File: src/rtl/spi_pkg.sv
// spi_pkg: shared state encoding and default widths for the SPI clock generator
package spi_pkg;
  typedef enum logic {IDLE, RUN} state_t;
  localparam int DEF_DIV_W = 16;
  localparam int DEF_CNT_W = 8;
endpackage

File: src/rtl/spi_sclk_gen.sv
// spi_sclk_gen: programmable SPI SCLK divider with CPOL and edge strobes; optional period count via SPI_SCLK_GEN_EDGE_CNT_EN
module spi_sclk_gen
  import spi_pkg::*;
#(
  parameter int DIV_W = DEF_DIV_W,
  parameter int CNT_W = DEF_CNT_W
) (
  input  logic             clk_in,
  input  logic             rst_n,
  input  logic             en,
  input  logic [DIV_W-1:0] half_period,
  input  logic             cpol,
`ifdef SPI_SCLK_GEN_EDGE_CNT_EN
  input  logic [CNT_W-1:0] n_periods,
  output logic             done,
`endif
  output logic             sclk_out,
  output logic             lead_stb,
  output logic             trail_stb,
  output logic             busy
);
  if (DIV_W < 1 || CNT_W < 1) begin : g_param_chk
    $error("spi_sclk_gen: DIV_W and CNT_W must be at least 1");
  end
  state_t state, state_n;
  logic [DIV_W-1:0] cnt, cnt_n, hp, hp_n;
  logic cpol_l, cpol_n, sclk_n, lead_n, trail_n, busy_n, wrap, start;
  assign wrap = cnt == hp - DIV_W'(1);
`ifdef SPI_SCLK_GEN_EDGE_CNT_EN
  logic [CNT_W-1:0] np, np_n, per_cnt, per_n;
  logic done_n, hold, hold_n;
  assign start = en & ~hold;
`else
  assign start = en;
`endif
  // next-state and next-output logic; a stop is only taken at a leading boundary so no phase is truncated
  always_comb begin
    state_n = state;
    cnt_n = cnt;
    hp_n = hp;
    cpol_n = cpol_l;
    sclk_n = sclk_out;
    lead_n = 1'b0;
    trail_n = 1'b0;
    busy_n = busy;
`ifdef SPI_SCLK_GEN_EDGE_CNT_EN
    np_n = np;
    per_n = per_cnt;
    done_n = 1'b0;
    hold_n = hold & en;
`endif
    if (state == IDLE) begin
      sclk_n = cpol;
      if (start) begin
        state_n = RUN;
        busy_n = 1'b1;
        cnt_n = '0;
        hp_n = (half_period == '0) ? DIV_W'(1) : half_period;
        cpol_n = cpol;
`ifdef SPI_SCLK_GEN_EDGE_CNT_EN
        np_n = (n_periods == '0) ? CNT_W'(1) : n_periods;
        per_n = '0;
`endif
      end
    end else begin
      cnt_n = wrap ? '0 : cnt + DIV_W'(1);
      if (wrap && sclk_out == cpol_l) begin
        if (en) begin
          sclk_n = ~sclk_out;
          lead_n = 1'b1;
        end else begin
          state_n = IDLE;
          busy_n = 1'b0;
        end
      end else if (wrap) begin
        sclk_n = ~sclk_out;
        trail_n = 1'b1;
`ifdef SPI_SCLK_GEN_EDGE_CNT_EN
        per_n = per_cnt + CNT_W'(1);
        if (per_n == np) begin
          state_n = IDLE;
          busy_n = 1'b0;
          done_n = 1'b1;
          hold_n = 1'b1;
        end
`endif
      end
    end
  end
  // state and registered outputs with synchronous active-low reset
  always_ff @(posedge clk_in) begin
    if (!rst_n) begin
      state <= IDLE;
      cnt <= '0;
      hp <= DIV_W'(1);
      cpol_l <= 1'b0;
      sclk_out <= 1'b0;
      lead_stb <= 1'b0;
      trail_stb <= 1'b0;
      busy <= 1'b0;
`ifdef SPI_SCLK_GEN_EDGE_CNT_EN
      np <= CNT_W'(1);
      per_cnt <= '0;
      done <= 1'b0;
      hold <= 1'b0;
`endif
    end else begin
      state <= state_n;
      cnt <= cnt_n;
      hp <= hp_n;
      cpol_l <= cpol_n;
      sclk_out <= sclk_n;
      lead_stb <= lead_n;
      trail_stb <= trail_n;
      busy <= busy_n;
`ifdef SPI_SCLK_GEN_EDGE_CNT_EN
      np <= np_n;
      per_cnt <= per_n;
      done <= done_n;
      hold <= hold_n;
`endif
    end
  end
endmodule

File: config.mk
export PLATFORM = sky130hd
export DESIGN_NAME = spi_sclk_gen
export DESIGN_NICKNAME = d
export VERILOG_FILES = /design/src/rtl/spi_pkg.sv /design/src/rtl/spi_sclk_gen.sv
export SDC_FILE = /design/constraint.sdc
export NUM_CORES = 1
export LEC_CHECK = 0
export CAP_MARGIN = 0
export CELL_PAD_IN_SITES_DETAIL_PLACEMENT = 0
export CELL_PAD_IN_SITES_GLOBAL_PLACEMENT = 1
export CORE_ASPECT_RATIO = 1.2
export CORE_MARGIN = 8
export CORE_UTILIZATION = 38
export DETAILED_ROUTE_END_ITERATION = 10
export PLACE_DENSITY = 0.8
export SLEW_MARGIN = 5
export SYNTH_ARGS = -nofsm -noshare
export SYNTH_HDL_FRONTEND = slang
export SYNTH_SLANG_ARGS = --single-unit
File: constraint.sdc
create_clock -name clk_in -period 2.7 [get_ports clk_in]
set_input_delay 0.405 -clock clk_in [delete_from_list [all_inputs] [get_ports clk_in]]
set_output_delay 0.405 -clock clk_in [all_outputs]
set_load 0.01 [all_outputs]
* Word-level counts from Yosys, hierarchy flattened *
Index checks and enable logic that the tools add are counted.

storage, ports and cells
  register bits = 38
  bits in latches = 0
  memory bits (writable) = 0
  ROM bits = 0
  input bits = 20
  output and inout port bits = 4
  word-level logic and storage cells = 43
  memories kept = 0

operators by class
  $add $sub $neg = 2
  multiply operators = 0
  divide/modulo/power cells = 0
  $lt $le $gt $ge = 0
  equal/unequal tests = 6
  shifts and indexed selects = 0
  muxes and demuxes = 16
  bitwise logic cells = 3
  reductions and logical operators = 8

operators by type and width
  kind                                                                  number
  16-bit two-way mux                                                    4
  16-bit by 1-bit adder with 16-bit output, second input constant       1
  16-bit == test                                                        1
  16-bit zero test                                                      1
  16-bit by 1-bit subtractor with 16-bit output, second input constant  1
  1-bit two-way mux                                                     12
  3-bit AND reduction                                                   2
  2-bit AND reduction                                                   2
  3-bit by 1-bit != test with 1-bit output, second input constant       1
  3-bit != test, second input constant                                  1
  1-bit inverter                                                        3
  3-bit OR reduction                                                    1
  2-bit by 1-bit != test with 1-bit output, second input constant       1
  2-bit != test, second input constant                                  1
  2-bit nonzero test                                                    1
  1-bit == test                                                         1
  1-bit logical AND                                                     1

* Logic depth before layout (Yosys ltp) *
  word-level depth = 5
  depth in mapped cells = 10

* Worst setup path before layout *
No wires, ideal clock.

  kind = reg2reg
  start point = register hp[0]
  end point = register sclk_out
  setup time = 0.122 ns
  data arrival time = 2.705 ns
  path slack = -0.127 ns
  stages on the path, launching flop included = 11
  buffers on the path = 1
  period minus slack after synthesis = 2.827 ns
  path through = dfxtp_1 > inv_1 > ha_1 > nor3b_1 > o22ai_1 > a2111oi_1 > nand4_1 > nor4_4 > buf_6 > mux2i_1 > nand3_1

on the way
  word-level cells in the longest chain between the ends = 5
  elaborated cells on any way between the ends = 8
  those cells by class = add/sub (1); eq/ne (3); mux (2); reduce/logical (2)

RTL lines
  element                                                                     line                 text
  from (decl)                                                                 spi_sclk_gen.sv:26   logic [DIV_W-1:0] cnt, cnt_n, hp, hp_n;
  from (signal assigned)                                                      spi_sclk_gen.sv:110  hp <= hp_n;
  16-bit by 1-bit subtractor with 16-bit output *                             spi_sclk_gen.sv:28   assign wrap = cnt == hp - DIV_W'(1);
  16-bit == test *                                                            spi_sclk_gen.sv:28
  1-bit logical AND                                                           spi_sclk_gen.sv:67   if (wrap && sclk_out == cpol_l) begin
  3-bit by 1-bit != test with 1-bit output (no line) (tied with other cells)  --
  2-bit AND reduction (no line) / 1-bit two-way mux (equally long branches)   --
  to (signal assigned)                                                        spi_sclk_gen.sv:112  sclk_out <= sclk_n;
  to (decl)                                                                   spi_sclk_gen.sv:17   output logic sclk_out,

Mark *: on every way between the ends. The rest lies on a longest branch, timed or not.
A chain may end at the register's enable or synchronous reset.

* Worst setup path after layout *
  start point = register hp[4]
  end point = register cnt[2]

on the way
  word-level cells in the longest chain between the ends = 4

RTL lines
  element                                        line                 text
  16-bit by 1-bit subtractor with 16-bit output  spi_sclk_gen.sv:28
  16-bit == test                                 spi_sclk_gen.sv:28
  16-bit two-way mux                             spi_sclk_gen.sv:66   cnt_n = wrap ? '0 : cnt + DIV_W'(1);
  16-bit two-way mux                             spi_sclk_gen.sv:52   if (state == IDLE) begin
  to (signal assigned)                           spi_sclk_gen.sv:109  cnt <= cnt_n;
  to (decl)                                      spi_sclk_gen.sv:26

Every way passes these cells.

==> reports/metrics.cfg <==
[power]
power.density_nw_per_um2=460
switching_share_pct=28.4
p_leak_nw=1.15
combPwrFrac_pct=23.9
p_seq_share_pct=43.2
clockPowerShare_pct=32.9
irDropWorstVdd_mv=0.256
intPower_w=0.00101
finalPower_w=0.00141
power.switching_w=0.000401

[logic_synthesis]
synth_top_family_by_area=simple AND/OR/NAND/NOR gates
avgSynthCellArea_um2=8.23
syn_inst=282
ys_seq_area_share_pct=32.8
ys_seq_elements=38
synth.area.mux_share_pct=0.863
synth_nets=304
synthDistinctLibCells=57
synth_adder_area_share_pct=1.08
ys_warn_count=0
synthXorXnorAreaFrac_pct=7.92
synthArstFlopShare_pct=0
yosys_most_used_dff=dfxtp_1
netlist_area_um2=2320
yosys.area_share.simple_pct=32.4
synth_compound_area_share_pct=21.8
synth_edf_count=0

[placed_design]
place_inst=395
pre_cts_ws_ns=-0.0143
gp_congestion=0.906
post_dp_cell_area_um2=2780
hpwl_um=4510
io_buffer_count=23

[worst_setup_path]
critPathCaptureType=flop
cp-start-kind=flop
r2r-end=cnt[2]
r2r_slack_ns=0.06
r2r_cells=9
cp-startpoint=hp[4]
arrival_ns=2.83
cp.required_ns=2.89
endpoint=cnt[2]
r2r-start=hp[4]
path_class=flop to flop
path_max_fanout=5

[final_layout]
area_growth_syn_to_layout_pct=32.2
final_common_cell=nand2_1
num-fill-cells=605
mostFrequentLayoutCells=52 x nand2_1, 35 x dfxtp_1, 25 x buf_4, 23 x clkdlybuf4s50_1, 16 x a21boi_0
fin_cells=408
ff_latch_area_um2=767
multiInputGateArea_um2=1610
final_nets=347
final_area_um2=3070
diodes=0
drive_above_1_share_pct=18.7

[global_route]
grt_pass1_vias=2143
grt_pass1_wl_um=10300
antenna_found_initial=0
grt_start_max_net_pins=29
overflow=0
grtUsageTotal_pct=14.5

[floorplanning]
die_w_um=87.3
die_area_um2=8880
num_io_pins=24
initial_core_util_pct=38.9
core_area_um2=5970
rows=31
die_h_um=102

[clock_network]
cts_tree=built
cts.sinks=38
clockBufferDepth=2
cts_root_buffer=clkbuf_8
clkTransAtPathRegs_ns=0.08
cts_max_level=2
numCtsBuffers=5
clk_latency_ns=0.29
ctsHoldBuffers=0

[run]
cap_viol_max_count=0

[timing]
rsz0062_at_grt=yes
finalSetupTns_ns=0
slew_headroom_pct=46.3
final_max_slew_viol_count=0
setup_viol=0
period_needed_ns=2.64
fin_crit_sh_pct=97.8
skew_ns=0.00523
worst_slack_ns=0.0597
worst-slew-pin-transition_ns=0.803
fmax_mhz=379
hold_viol_final=0

[routing]
dr.pass1.iters=4
drt-initial-drc-count=116
drc_errors=0
drt-total-wl_um=6080
postRouteAntennaNets=0
avgViaCountPerCell=5.39
avgRoutedWirePerCell_um=14.9
via_count=2199

[hold_path]
hold_path_class=flop to flop

[run_status]
outcome=finished clean

[worst max-delay path, stage by stage, from the launching register on]
cell	delay (ns)
dfxtp_2	0.32
or4_4	0.57
o31a_1	0.33
o311ai_4	0.27
a21oi_2	0.12
buf_4	0.16
nor4_4	0.34
buf_6	0.19
o31ai_4	0.05
a21o_1	0.17
[cells by family (layout without fill, tap and decap cells)]
kind of cell    after synthesis  after routing
flops                        38             38
simple gates                134            134
fa+ha+maj                     2              2
buf+inv                      17             61
compound gates               68             68
mux                           2              2
xor+xnor                     21             21
[final cells by class]
cell class / count / share of cell area, %
timing repair buffer: 51 / 15.5
inverter: 2 / 0.245
tap: 82 / 3.34
multi-input combinational: 227 / 52.4
sequential: 38 / 25.0
clock buffer: 8 / 3.59
[repair_timing]
action,CTS,global route
gates cloned,0,1
resized for setup,0,26
setup buffers,0,4
pin swaps,2,12
setup endpoints to repair,1,18
[state kept, by name, summed over array words and instances, names as in the netlist]
register and cells:
trail_stb 1, hp 16, lead_stb 1, sclk_out 1, busy 1, cnt 16, cpol_l 1, state 1
[Yosys cell counts (all sizes together), types with 2 or more instances]
cell type / n / area share [%]
ha: 2 / 1.1
a21oi: 3 / 0.81
or2: 2 / 0.54
a22oi: 2 / 0.65
nand3b: 2 / 0.65
and3: 7 / 1.9
xor2: 8 / 3.0
and2: 2 / 0.54
or4: 3 / 0.97
inv: 2 / 0.32
nor4: 10 / 4.0
a211o: 2 / 0.75
o2111ai: 2 / 0.75
nor4b: 5 / 1.9
nand4: 4 / 1.1
nor2: 9 / 1.5
o21a: 4 / 1.3
and4: 2 / 0.75
o211ai: 2 / 0.65
a211oi: 2 / 0.65
nor3: 6 / 1.3
dfxtp: 38 / 33
or3: 2 / 0.54
nor2b: 5 / 1.3
a21o: 7 / 2.3
o2bb2ai: 2 / 0.75
xnor2: 13 / 4.9
nand3: 8 / 1.7
o311ai: 6 / 2.3
o31ai: 4 / 1.3
nand2: 52 / 8.4
buf: 2 / 0.70
nor3b: 6 / 1.9
mux2i: 2 / 0.86
clkbuf: 13 / 2.2
o21ai: 8 / 1.7
nand2b: 3 / 0.81
a21boi: 17 / 5.5
[metrics by stage]
step                      util (%)  hold WS, ns
final                         51.4        0.487
after global routing          51.4        0.520
after CTS                     48.3        0.489
after detailed placement      46.5        0.479
after global placement        46.5        0.470
after floorplan                  -        0.455
[worst min-delay path by stage]
stage | depth (start not counted) | end | start | slack, ns
global placement | 2 | cpol_l | cpol_l | 0.47
finish | 2 | cpol_l | cpol_l | 0.49
CTS | 2 | cpol_l | cpol_l | 0.49
floorplan | 2 | hp[15] | hp[15] | 0.46
global route | 2 | cpol_l | cpol_l | 0.52
detailed placement | 2 | cpol_l | cpol_l | 0.48
[layer usage]
layer	vias to the layer above	track usage, %	part of all wire, %
met2	22	25.7	51
met5	-	0	0
met4	0	4.91	1.5
li1	1130	-	-
met3	8	2.76	2.1
met1	1039	16.8	46
[power groups by stage]
stage | clock network [W] | logic (W) | registers [W]
after floorplan | 0 | 0.000183 | 0.000616
after CTS | 0.000471 | 0.000294 | 0.000608
after detailed placement | 0 | 0.000292 | 0.000621
after global routing | 0.000501 | 0.000370 | 0.000614
after global placement | 0 | 0.000291 | 0.000620
final | 0.000464 | 0.000336 | 0.000610
Power figures use the tool's default switching activity.
